$ cat src/rtl/axis_pkg.sv
// axis_pkg: shared types and constants for the memory-to-AXI-Stream read path.
//   m2a_state_t  : control FSM states (IDLE, RUN, DRAIN, FINISH)
//   AXIS_DATA_W  : stream data width (32)
//   AXIS_KEEP_W  : stream keep width (1)
//   cnt_width()  : width of a counter able to hold 0..depth
package axis_pkg;

  localparam int AXIS_DATA_W = 32;
  localparam int AXIS_KEEP_W = 1;

  typedef enum logic [1:0] {
    IDLE,
    RUN,
    DRAIN,
    FINISH
  } m2a_state_t;

  function automatic int cnt_width(input int depth);
    return $clog2(depth + 1);
  endfunction

endpackage

$ cat src/rtl/axis_fifo_small.sv
// axis_fifo_small: small synchronous register FIFO (first-word-fall-through).
//   clk, reset        : clock, synchronous active-high reset (clears storage)
//   push, push_data   : write strobe and data; a push on a full FIFO is taken
//                       only when a pop happens in the same cycle
//   pop, pop_data     : read strobe and current head word
//   full, empty, count: occupancy status
module axis_fifo_small
  import axis_pkg::*;
#(
  parameter int WIDTH = 33,
  parameter int DEPTH = 2
) (
  input  logic                        clk,
  input  logic                        reset,
  input  logic                        push,
  input  logic [WIDTH-1:0]            push_data,
  input  logic                        pop,
  output logic [WIDTH-1:0]            pop_data,
  output logic                        full,
  output logic                        empty,
  output logic [cnt_width(DEPTH)-1:0] count
);

  localparam int PTR_W = (DEPTH > 1) ? $clog2(DEPTH) : 1;
  localparam int CNT_W = cnt_width(DEPTH);

  logic [WIDTH-1:0] mem_reg [DEPTH];
  logic [PTR_W-1:0] rd_ptr_reg;
  logic [PTR_W-1:0] wr_ptr_reg;
  logic [CNT_W-1:0] count_reg;
  logic             do_push;
  logic             do_pop;

  function automatic logic [PTR_W-1:0] ptr_inc(input logic [PTR_W-1:0] p);
    return (p == PTR_W'(DEPTH - 1)) ? '0 : p + PTR_W'(1);
  endfunction

  assign empty    = (count_reg == '0);
  assign full     = (count_reg == CNT_W'(DEPTH));
  assign count    = count_reg;
  assign do_pop   = pop && !empty;
  // Full-and-popping is fine: the slot being read this cycle is the one written.
  assign do_push  = push && (!full || do_pop);
  assign pop_data = mem_reg[rd_ptr_reg];

  genvar gi;
  generate
    for (gi = 0; gi < DEPTH; gi++) begin : g_entry
      always_ff @(posedge clk) begin
        if (reset) begin
          mem_reg[gi] <= '0;
        end else if (do_push && (wr_ptr_reg == PTR_W'(gi))) begin
          mem_reg[gi] <= push_data;
        end
      end
    end
  endgenerate

  always_ff @(posedge clk) begin
    if (reset) begin
      rd_ptr_reg <= '0;
      wr_ptr_reg <= '0;
      count_reg  <= '0;
    end else begin
      if (do_push) wr_ptr_reg <= ptr_inc(wr_ptr_reg);
      if (do_pop)  rd_ptr_reg <= ptr_inc(rd_ptr_reg);
      count_reg <= count_reg + CNT_W'(do_push) - CNT_W'(do_pop);
    end
  end

endmodule

$ cat src/rtl/memory_to_axis.sv
// memory_to_axis: reads length words from a BRAM starting at base_addr and
// streams them out as an AXI-Stream master.
//   clk, reset            : clock, synchronous active-high reset
//   start/base_addr/length: command (sampled in IDLE only); length 0 is legal
//   busy, done            : status; done is a one-cycle completion pulse
//   mem_addr/mem_rd_en    : read port, data returns RD_LATENCY cycles later
//   mem_rd_data           : read data
//   m_axis_*              : stream output (tkeep is constant all-ones)
// Optional: define MEMORY_TO_AXIS_TUSER_SOF_EN to add m_axis_tuser, which
// flags the first beat of each transfer.
module memory_to_axis
  import axis_pkg::*;
#(
  parameter int ADDR_W     = 11,
  parameter int LEN_W      = 12,
  parameter int RD_LATENCY = 1
) (
  input  logic                   clk,
  input  logic                   reset,
  input  logic                   start,
  input  logic [ADDR_W-1:0]      base_addr,
  input  logic [LEN_W-1:0]       length,
  output logic                   busy,
  output logic                   done,
  output logic [ADDR_W-1:0]      mem_addr,
  output logic                   mem_rd_en,
  input  logic [AXIS_DATA_W-1:0] mem_rd_data,
  output logic [AXIS_DATA_W-1:0] m_axis_tdata,
  output logic [AXIS_KEEP_W-1:0] m_axis_tkeep,
  output logic                   m_axis_tlast,
`ifdef MEMORY_TO_AXIS_TUSER_SOF_EN
  output logic                   m_axis_tuser,
`endif
  output logic                   m_axis_tvalid,
  input  logic                   m_axis_tready
);

  localparam int FIFO_DEPTH = RD_LATENCY + 1;
  localparam int CNT_W      = cnt_width(FIFO_DEPTH);
`ifdef MEMORY_TO_AXIS_TUSER_SOF_EN
  localparam int FIFO_W     = AXIS_DATA_W + 2;
`else
  localparam int FIFO_W     = AXIS_DATA_W + 1;
`endif

  m2a_state_t        state_reg;
  logic              busy_reg;
  logic              done_reg;
  logic [ADDR_W-1:0] addr_reg;
  logic [LEN_W-1:0]  words_left_reg;
  logic [CNT_W-1:0]  in_flight_reg;

  logic              vld_pipe_reg  [RD_LATENCY];
  logic              last_pipe_reg [RD_LATENCY];

  logic              rd_issue;
  logic              fire;
  logic [CNT_W:0]    credit_used;
  logic              fifo_push;
  logic [FIFO_W-1:0] fifo_push_data;
  logic [FIFO_W-1:0] fifo_head;
  logic              fifo_empty;
  logic              fifo_full_unused;
  logic [CNT_W-1:0]  fifo_count;

`ifdef MEMORY_TO_AXIS_TUSER_SOF_EN
  logic              first_reg;
  logic              sof_pipe_reg [RD_LATENCY];
`endif

  assign fire = m_axis_tvalid && m_axis_tready;

  // Credits: every issued read must already own a FIFO slot. A pop this cycle
  // frees one, which is what lets the loop sustain one beat per cycle.
  assign credit_used = (CNT_W+1)'(in_flight_reg) + (CNT_W+1)'(fifo_count)
                     - (CNT_W+1)'(fire);
  assign rd_issue = (state_reg == RUN) && (words_left_reg != '0)
                 && (credit_used < (CNT_W+1)'(FIFO_DEPTH));

  assign mem_rd_en = rd_issue;
  assign mem_addr  = addr_reg;
  assign busy      = busy_reg;
  assign done      = done_reg;

  // Delay line tagging which cycles carry returning read data.
  genvar gi;
  generate
    for (gi = 0; gi < RD_LATENCY; gi++) begin : g_rd_pipe
      logic vld_in;
      logic last_in;
      if (gi == 0) begin : g_head
        assign vld_in  = rd_issue;
        assign last_in = rd_issue && (words_left_reg == LEN_W'(1));
      end else begin : g_tail
        assign vld_in  = vld_pipe_reg[gi-1];
        assign last_in = last_pipe_reg[gi-1];
      end
      always_ff @(posedge clk) begin
        if (reset) begin
          vld_pipe_reg[gi]  <= 1'b0;
          last_pipe_reg[gi] <= 1'b0;
        end else begin
          vld_pipe_reg[gi]  <= vld_in;
          last_pipe_reg[gi] <= last_in;
        end
      end
`ifdef MEMORY_TO_AXIS_TUSER_SOF_EN
      logic sof_in;
      if (gi == 0) begin : g_sof_head
        assign sof_in = rd_issue && first_reg;
      end else begin : g_sof_tail
        assign sof_in = sof_pipe_reg[gi-1];
      end
      always_ff @(posedge clk) begin
        if (reset) sof_pipe_reg[gi] <= 1'b0;
        else       sof_pipe_reg[gi] <= sof_in;
      end
`endif
    end
  endgenerate

  assign fifo_push = vld_pipe_reg[RD_LATENCY-1];
`ifdef MEMORY_TO_AXIS_TUSER_SOF_EN
  assign fifo_push_data = {sof_pipe_reg[RD_LATENCY-1], last_pipe_reg[RD_LATENCY-1], mem_rd_data};
  assign m_axis_tuser   = fifo_head[AXIS_DATA_W+1];
`else
  assign fifo_push_data = {last_pipe_reg[RD_LATENCY-1], mem_rd_data};
`endif

  axis_fifo_small #(
    .WIDTH (FIFO_W),
    .DEPTH (FIFO_DEPTH)
  ) u_fifo (
    .clk       (clk),
    .reset     (reset),
    .push      (fifo_push),
    .push_data (fifo_push_data),
    .pop       (fire),
    .pop_data  (fifo_head),
    .full      (fifo_full_unused),
    .empty     (fifo_empty),
    .count     (fifo_count)
  );

  assign m_axis_tvalid = !fifo_empty;
  assign m_axis_tdata  = fifo_head[AXIS_DATA_W-1:0];
  assign m_axis_tlast  = fifo_head[AXIS_DATA_W];
  assign m_axis_tkeep  = '1;

  always_ff @(posedge clk) begin
    if (reset) begin
      state_reg      <= IDLE;
      busy_reg       <= 1'b0;
      done_reg       <= 1'b0;
      addr_reg       <= '0;
      words_left_reg <= '0;
      in_flight_reg  <= '0;
`ifdef MEMORY_TO_AXIS_TUSER_SOF_EN
      first_reg      <= 1'b0;
`endif
    end else begin
      done_reg      <= 1'b0;
      in_flight_reg <= in_flight_reg + CNT_W'(rd_issue) - CNT_W'(fifo_push);
      case (state_reg)
        IDLE: begin
          if (start) begin
            addr_reg       <= base_addr;
            words_left_reg <= length;
`ifdef MEMORY_TO_AXIS_TUSER_SOF_EN
            first_reg      <= 1'b1;
`endif
            if (length != '0) begin
              state_reg <= RUN;
              busy_reg  <= 1'b1;
            end else begin
              state_reg <= FINISH;
              done_reg  <= 1'b1;
            end
          end
        end
        RUN: begin
          if (rd_issue) begin
            addr_reg       <= addr_reg + ADDR_W'(1);
            words_left_reg <= words_left_reg - LEN_W'(1);
`ifdef MEMORY_TO_AXIS_TUSER_SOF_EN
            first_reg      <= 1'b0;
`endif
            if (words_left_reg == LEN_W'(1)) state_reg <= DRAIN;
          end
        end
        DRAIN: begin
          if (fire && m_axis_tlast) begin
            state_reg <= FINISH;
            busy_reg  <= 1'b0;
            done_reg  <= 1'b1;
          end
        end
        FINISH: begin
          state_reg <= IDLE;
        end
        default: state_reg <= IDLE;
      endcase
    end
  end

endmodule

$ cat config.mk
export PLATFORM = sky130hd
export DESIGN_NAME = memory_to_axis
export DESIGN_NICKNAME = d
export VERILOG_FILES = /design/src/rtl/axis_pkg.sv /design/src/rtl/axis_fifo_small.sv /design/src/rtl/memory_to_axis.sv
export SDC_FILE = /design/constraint.sdc
export NUM_CORES = 1
export LEC_CHECK = 0
export ABC_AREA = 1
export BUFFER_PORTS_ARGS = -buffer_cell sky130_fd_sc_hd__buf_2
export CORE_MARGIN = 8
export CORE_UTILIZATION = 50
export DETAILED_ROUTE_END_ITERATION = 8
export HOLD_SLACK_MARGIN = 0.15
export PLACE_DENSITY_LB_ADDON = 0.1
export SLEW_MARGIN = 20
export SYNTH_ARGS = -nofsm -noshare
export SYNTH_HDL_FRONTEND = slang
export SYNTH_SLANG_ARGS = --single-unit
$ cat constraint.sdc
create_clock -name clk -period 4.9 [get_ports clk]
set_input_delay 0.245 -clock clk [delete_from_list [all_inputs] [get_ports clk]]
set_output_delay 0.245 -clock clk [all_outputs]
set_load 0.02 [all_outputs]
# --- Word level (Yosys, flattened, before mapping) ---
# Memory sizes are Yosys's and may differ from the RTL's. A register that Yosys moved wholly into a read port is not among the register bits.
# Cells that the tools add are included.
# W data, S select, Z words.
op_classes:
  add_sub_neg: 10
  magnitude_cmp: 1
  n_eq_ne: 10
  muxes: 39
  n_bitwise: 3
  reduce_logical: 23
op_table:
  columns: ["op", "count"]
  rows:
  - ["$mux W33", 2]
  - ["$mux W12", 2]
  - ["$pmux W12 S2", 1]
  - ["$reduce_bool A12 Y1", 2]
  - ["$mux W1", 23]
  - ["$mux W11", 2]
  - ["$pmux W11 S2", 1]
  - ["$eq A12 B1 Y1 const B", 1]
  - ["$sub A12 B1 Y12 const B", 1]
  - ["$add A11 B1 Y11 const B", 1]
  - ["$mux W2", 5]
  - ["$logic_and A1 B1 Y1", 9]
  - ["$ne A2 B2 Y1 const B", 4]
  - ["$pmux W2 S4", 1]
  - ["$reduce_and A4 Y1", 2]
  - ["$eq A2 B2 Y1 const B", 3]
  - ["$add A2 B1 Y2", 2]
  - ["$logic_not A2 Y1", 2]
  - ["$pmux W1 S2", 2]
  - ["$reduce_bool A2 Y1", 2]
  - ["$sub A2 B1 Y2", 2]
  - ["$add A2 B2 Y3", 1]
  - ["$lt A3 B2 Y1 const B", 1]
  - ["$reduce_and A3 Y1", 1]
  - ["9 further kinds", 13]
totals:
  reg_bits: 33
  mem_bits_rw: 68
  inputBits: 59
  output_inout_bits: 49
  memories: 3
memory_table:
  columns: ["name", "depth", "width", "read_ports", "rd_ports_with_merged_regs", "write_ports", "line_no", "source"]
  rows:
  - ["u_fifo.mem_reg", 2, 33, 1, 1, 2, "axis_fifo_small.sv:27", "logic [WIDTH-1:0] mem_reg [DEPTH];"]
  - ["last_pipe_reg", 1, 1, 1, 0, 1, "memory_to_axis.sv:54", "logic last_pipe_reg [RD_LATENCY];"]
  - ["vld_pipe_reg", 1, 1, 1, 0, 1, "memory_to_axis.sv:53", "logic vld_pipe_reg [RD_LATENCY];"]

# --- Longest topological paths before layout ---
depth:
  ltp_word: 11
  depth_mapped: 16
  mapped_depth_nobuf: 15

# --- Modules after synthesis ---
# Synthesis repeated with hierarchy kept, for this count alone.
unflattened:
  cells_unflattened: 626
  area_unflattened_um2: 5417.7
modules_own_cells:
  columns: ["mod", "n_inst", "cells_each", "area_each_um2"]
  rows:
  - ["axis_fifo_small", 1, 252, 3214.3]
  - ["memory_to_axis", 1, 374, 2203.4]

# --- Worst setup path before layout ---
# OpenSTA, ideal clock, no wires.
synth_timing:
  kind: "register -> register"
  from: "reg u_fifo.count_reg[0] (netlist: u_fifo.count[0])"
  to: "mem u_fifo.mem_reg[1][0], enable pin"
  setup_time_ns: 0.471
  t_arrival_ns: 2.906
  path_slack_ns: 1.523
  stages_incl_launch_ff: 5
  n_path_buf: 0
  period_less_slack_ns: 3.377
  path_cell_list: "dfxtp_1 > inv_1 > nand3_1 > nand2_1 > o21ai_0"
synth_lines:
  columns: ["item", "line_no", "source"]
  rows:
  - ["start: declaration", "axis_fifo_small.sv:30", "logic [CNT_W-1:0] count_reg;"]
  - ["start signal: assignment", "axis_fifo_small.sv:67", "count_reg <= count_reg + CNT_W'(do_push) - CNT_W'(do_pop);"]
  - ["end: declaration", "axis_fifo_small.sv:27", null]

# --- Worst setup path after layout ---
layout_timing:
  from: "reg u_fifo.count_reg[1] (netlist: u_fifo.count[1])"
  to: "out mem_rd_en"
layout_via:
  elab_chain_len: 6
  word_cells_on_any_way: 7
layout_lines:
  columns: ["item", "line_no", "source"]
  rows:
  - ["branches (longest 3 deep; another with $add A2 B2 Y3)", null, null]
  - ["$sub A3 B1 Y3 (*)", "memory_to_axis.sv:76", "- (CNT_W+1)'(fire);"]
  - ["$lt A3 B2 Y1 (*)", "memory_to_axis.sv:78", "&& (credit_used < (CNT_W+1)'(FIFO_DEPTH));"]
  - ["$logic_and A1 B1 Y1 (*)", "memory_to_axis.sv:78", null]
  - ["end: declaration", "memory_to_axis.sv:26", "output logic mem_rd_en,"]
# Every way passes the cells marked *.

==> flow_results.org <==
** Setup path
- STA classifies the critical path endpoint as an output pin.
- The setup path with the least slack is of type flip-flop to output pin.
- Required arrival time at the worst endpoint :: between 4 and 5 ns
- Flop-to-flop setup slack :: ~2.1 ns
- Kind of start point of the critical path :: flip-flop
- Crit path arrival time :: about 2.7 ns
- In this run the worst path has a maximum fanout of 6.

** Clocking
- Post-CTS timing repair inserted 0 buffers for setup.
- TritonCTS built the clock tree.
- The cell sitting at the root of the clock tree is a sky130_fd_sc_hd__clkbuf_8.
- Insertion delay to the later sink of the worst-skew pair :: around 0.37 ns
- In this run the deepest clock path goes through 2 buffers.
- The H-tree was split into 3 levels.
- After clock tree synthesis, the clock-pin slew on the worst setup and hold paths is 0.10 ns.
- In this run, post-CTS hold repair placed 0 buffers.
- The tree built by TritonCTS fans out to 102 sinks.
- Post-cts repair resize count :: 0
- Total CTS buffers :: 9

** Cells and area
- In the final layout, the share of cells above drive strength 1 is 0.190.
- Area Overhead vs Synth :: 16.1%
- Leading cell type in the layout, fill and taps excluded :: sky130_fd_sc_hd__nand2_1
- Total Nets Final :: ~820
- The register with the most flip-flops in the layout has 66 of them.
- Summing all non-filler instances in the final layout gives an area of roughly 6000 µm².
- Commonest cells after routing, fill and taps aside :: sky130_fd_sc_hd__nand2_1 (193), sky130_fd_sc_hd__nor2_1 (126), sky130_fd_sc_hd__buf_2 (106)
- The multi-input combinational cells in the finished layout cover a total of just over 2000 µm².
- The finished layout holds 894 standard cells, fillers aside.
- Area taken by flip-flops and latches :: 2700 µm²
- The filler cells instantiated in the layout total 972.
- Count of inserted antenna diode cells :: 0

** Timing
- Number of max-slew violations in the final report :: 0
- Setup repair after global routing left no endpoint under its margin.
- Total Neg Setup Slack :: 0 ns
- Setup violations remaining at the end of the flow were counted as 0.
- The worst path meets setup with about 2 ns of slack.
- The total count of hold-check failures in the final report was 0.
- Worst clock skew :: about 0.015 ns
- Rel. slew slack :: 0.388
- Achievable frequency :: approximately 340 MHz
- Dividing the final minimum period by the clock period gives 0.593.
- The worst path in the final design needs a cycle of about 2.9 ns, including I/O delays and setup.
- Transition at the pin with the smallest max-transition slack :: just over 0.9 ns

** Synthesis
- Area fraction in compound gates after synthesis :: 0.0550
- Of the total synthesized cell area, the portion taken by AND, OR, NAND and NOR gates is 0.302.
- Synthesized instance count :: around 660
- Of the total synthesized cell area, the portion taken by full adders, half adders and majority gates is 0.0304.
- Warnings from Yosys :: 0
- In this run, synthesis produced a sequential element count of a little over 100.
- The cell area that synthesis handed to floorplanning was around 5200 µm².
- Nets in the synthesized netlist :: 730
- Post-Synth XOR/XNOR Area :: 0.00675
- Predominant post-synthesis flop cell :: sky130_fd_sc_hd__edfxtp_1
- Count of flip-flops with a built-in enable after synthesis :: 66
- By area, the combinational part of the netlist is dominated by simple AND/OR/NAND/NOR gates.
- The average instance in the mapped netlist occupies a little under 8 µm².
- For this run, asynchronously set or reset flops after synthesis account for 0.
- Multiplexer area fraction after synthesis :: 0
- The share of the Yosys chip area taken by registers is 0.521.
- Yosys mapped the design onto 33 distinct sky130hd cell types.

** Power and ir drop
- Post-layout total power :: ~3.6 mW
- Of the total power, the share spent switching nets is 0.468.
- Clk network pwr share :: 0.132
- In this run the static leakage power is 2.96 nW.
- Share of power burned in combinational logic :: 0.515
- In this run the power density over the cells is around 600 nW/µm².
- Internal portion of total power :: 1.92 mW
- Net Switching :: roughly 1.7 mW
- The share of total power dissipated in sequential elements is 0.354.
- The worst-case IR drop observed on VDD is about 0.35 mV.

** Floorplanning
- The core region is about 10000 µm².
- Die Y :: 118 µm
- Effective utilization at floorplan :: 0.509
- Number of rows created at floorplan :: 37
- Num ports :: between 100 and 150
- Die extent in x :: roughly 120 µm
- Area enclosed by the die boundary :: between 10000 and 15000 µm²

** Route
- The first routing iteration left 270 violations.
- First-pass detailed-route iteration total :: 5
- Via count of the routed design :: 4384
- The final layout contains routed wiring with a total length of 12.0 mm.
- Average vias per placed instance :: slightly below 5
- Final ANT Viol Nets :: 0
- Dividing the detail-routed wire length by the instance count gives between 10 and 15 µm.
- Drt drc :: 0

** Job
- Number of max-cap violations :: 0

** GRT
- The initial antenna violation count came to 0.
- Remaining global-route overflow :: 0
- Entering global routing, the biggest net connects 35 pins.
- Gr usage total :: 0.174
- The first global-routing pass estimated just over 20 mm of wire.
- The number of global-route vias before repair was ~4400.

** Placed design
- In this run the tool buffered the top-level ports with approximately 110 buffer cells.
- Worst slack after detailed placement :: 2.17 ns
- Once detailed placement completed, the half-perimeter wirelength came to approximately 8.1 mm.
- Placed Instances :: ~880
- The congestion estimate from routability-driven global placement came to roughly 0.86.
- Dpl cell area :: between 5000 and 6000 µm²

** Worst hold path
- In this run the worst hold path is classified as input pin to flip-flop.

** Outcome
- Status :: finished clean
## final cells by class
cell class                      instances  share of cell area
Inverter                               79              0.0492
Clock inverter                          4             0.00436
Tap cell                              136              0.0283
Sequential cell                       102               0.449
Timing Repair Buffer                  112               0.102
Clock buffer                           12              0.0231
Multi-Input combinational cell        449               0.344
## per-stage QoR
| step | hold WS [ns] | utilization |
|---|---|---|
| final | 0.183 | 0.591 |
| after floorplan | 0.426 | - |
| after global routing | 0.176 | 0.591 |
| after CTS | 0.169 | 0.586 |
| after global placement | 0.446 | 0.570 |
| after detailed placement | 0.453 | 0.570 |
## cells in the mapped netlist (3+ instances only)
cell type,number,share of area
sky130_fd_sc_hd__edfxtp_1,66,0.38
sky130_fd_sc_hd__inv_1,77,0.056
sky130_fd_sc_hd__clkbuf_1,22,0.016
sky130_fd_sc_hd__nand4_1,8,0.0096
sky130_fd_sc_hd__dfxtp_1,36,0.14
sky130_fd_sc_hd__nor3_1,3,0.0029
sky130_fd_sc_hd__nand2_1,193,0.14
sky130_fd_sc_hd__xor2_1,3,0.0051
sky130_fd_sc_hd__buf_2,3,0.0029
sky130_fd_sc_hd__nand3_1,39,0.038
sky130_fd_sc_hd__ha_1,11,0.027
sky130_fd_sc_hd__a21oi_1,22,0.021
sky130_fd_sc_hd__o21ai_0,20,0.019
sky130_fd_sc_hd__a21oi_2,4,0.0068
sky130_fd_sc_hd__nor2_1,126,0.091
sky130_fd_sc_hd__a31oi_1,3,0.0036
## logic make-up (layout without fill, tap and decap cells)
group | Yosys count | after routing
xor+xnor | 4 | 4
fa+ha+maj | 12 | 12
other cells | 1 | 1
simple gates | 380 | 380
compound gates | 52 | 52
flops | 102 | 102
buf+inv | 108 | 207
## layer usage
layer | global-route usage | share of wire | up-vias
met3 | 0.0513 | 0.053 | 8
met2 | 0.309 | 0.48 | 110
met1 | 0.197 | 0.45 | 2006
li1 | - | - | 2260
met4 | 0.0496 | 0.0090 | 0
met5 | 0 | 0 | -
## worst paths after layout
kind                                         from                     to  depth (start not counted)
worst min-delay path              mem_rd_data[30]  u_fifo.mem_reg[0][30]                          3
worst max-delay path              u_fifo.count[1]              mem_rd_en                         11
worst max register to register    u_fifo.count[1]       in_flight_reg[1]                         14
worst min register to register  u_fifo.rd_ptr_reg      u_fifo.rd_ptr_reg                          1
## worst max-delay path: stages (launching register included)
cell	delay, ns
sky130_fd_sc_hd__dfxtp_1	0.40
sky130_fd_sc_hd__nor2_1	0.07
sky130_fd_sc_hd__nor2_1	0.26
sky130_fd_sc_hd__ha_1	0.30
sky130_fd_sc_hd__inv_1	0.07
sky130_fd_sc_hd__nand2_1	0.06
sky130_fd_sc_hd__fa_1	0.48
sky130_fd_sc_hd__nand3_1	0.07
sky130_fd_sc_hd__nor2_1	0.19
sky130_fd_sc_hd__nand2_4	0.11
sky130_fd_sc_hd__inv_1	0.09
sky130_fd_sc_hd__buf_2	0.18
## power by group through the flow
stage               logic, mW  registers [mW]  clock network [mW]
finish                   1.85            1.27               0.474
global route             2.09            1.30               0.517
CTS                      1.85            1.27               0.485
detailed placement       1.85            1.29                   0
global placement         1.80            1.29                   0
floorplan                1.39            1.32                   0
Note: power is estimated with default switching activity, not from simulation.
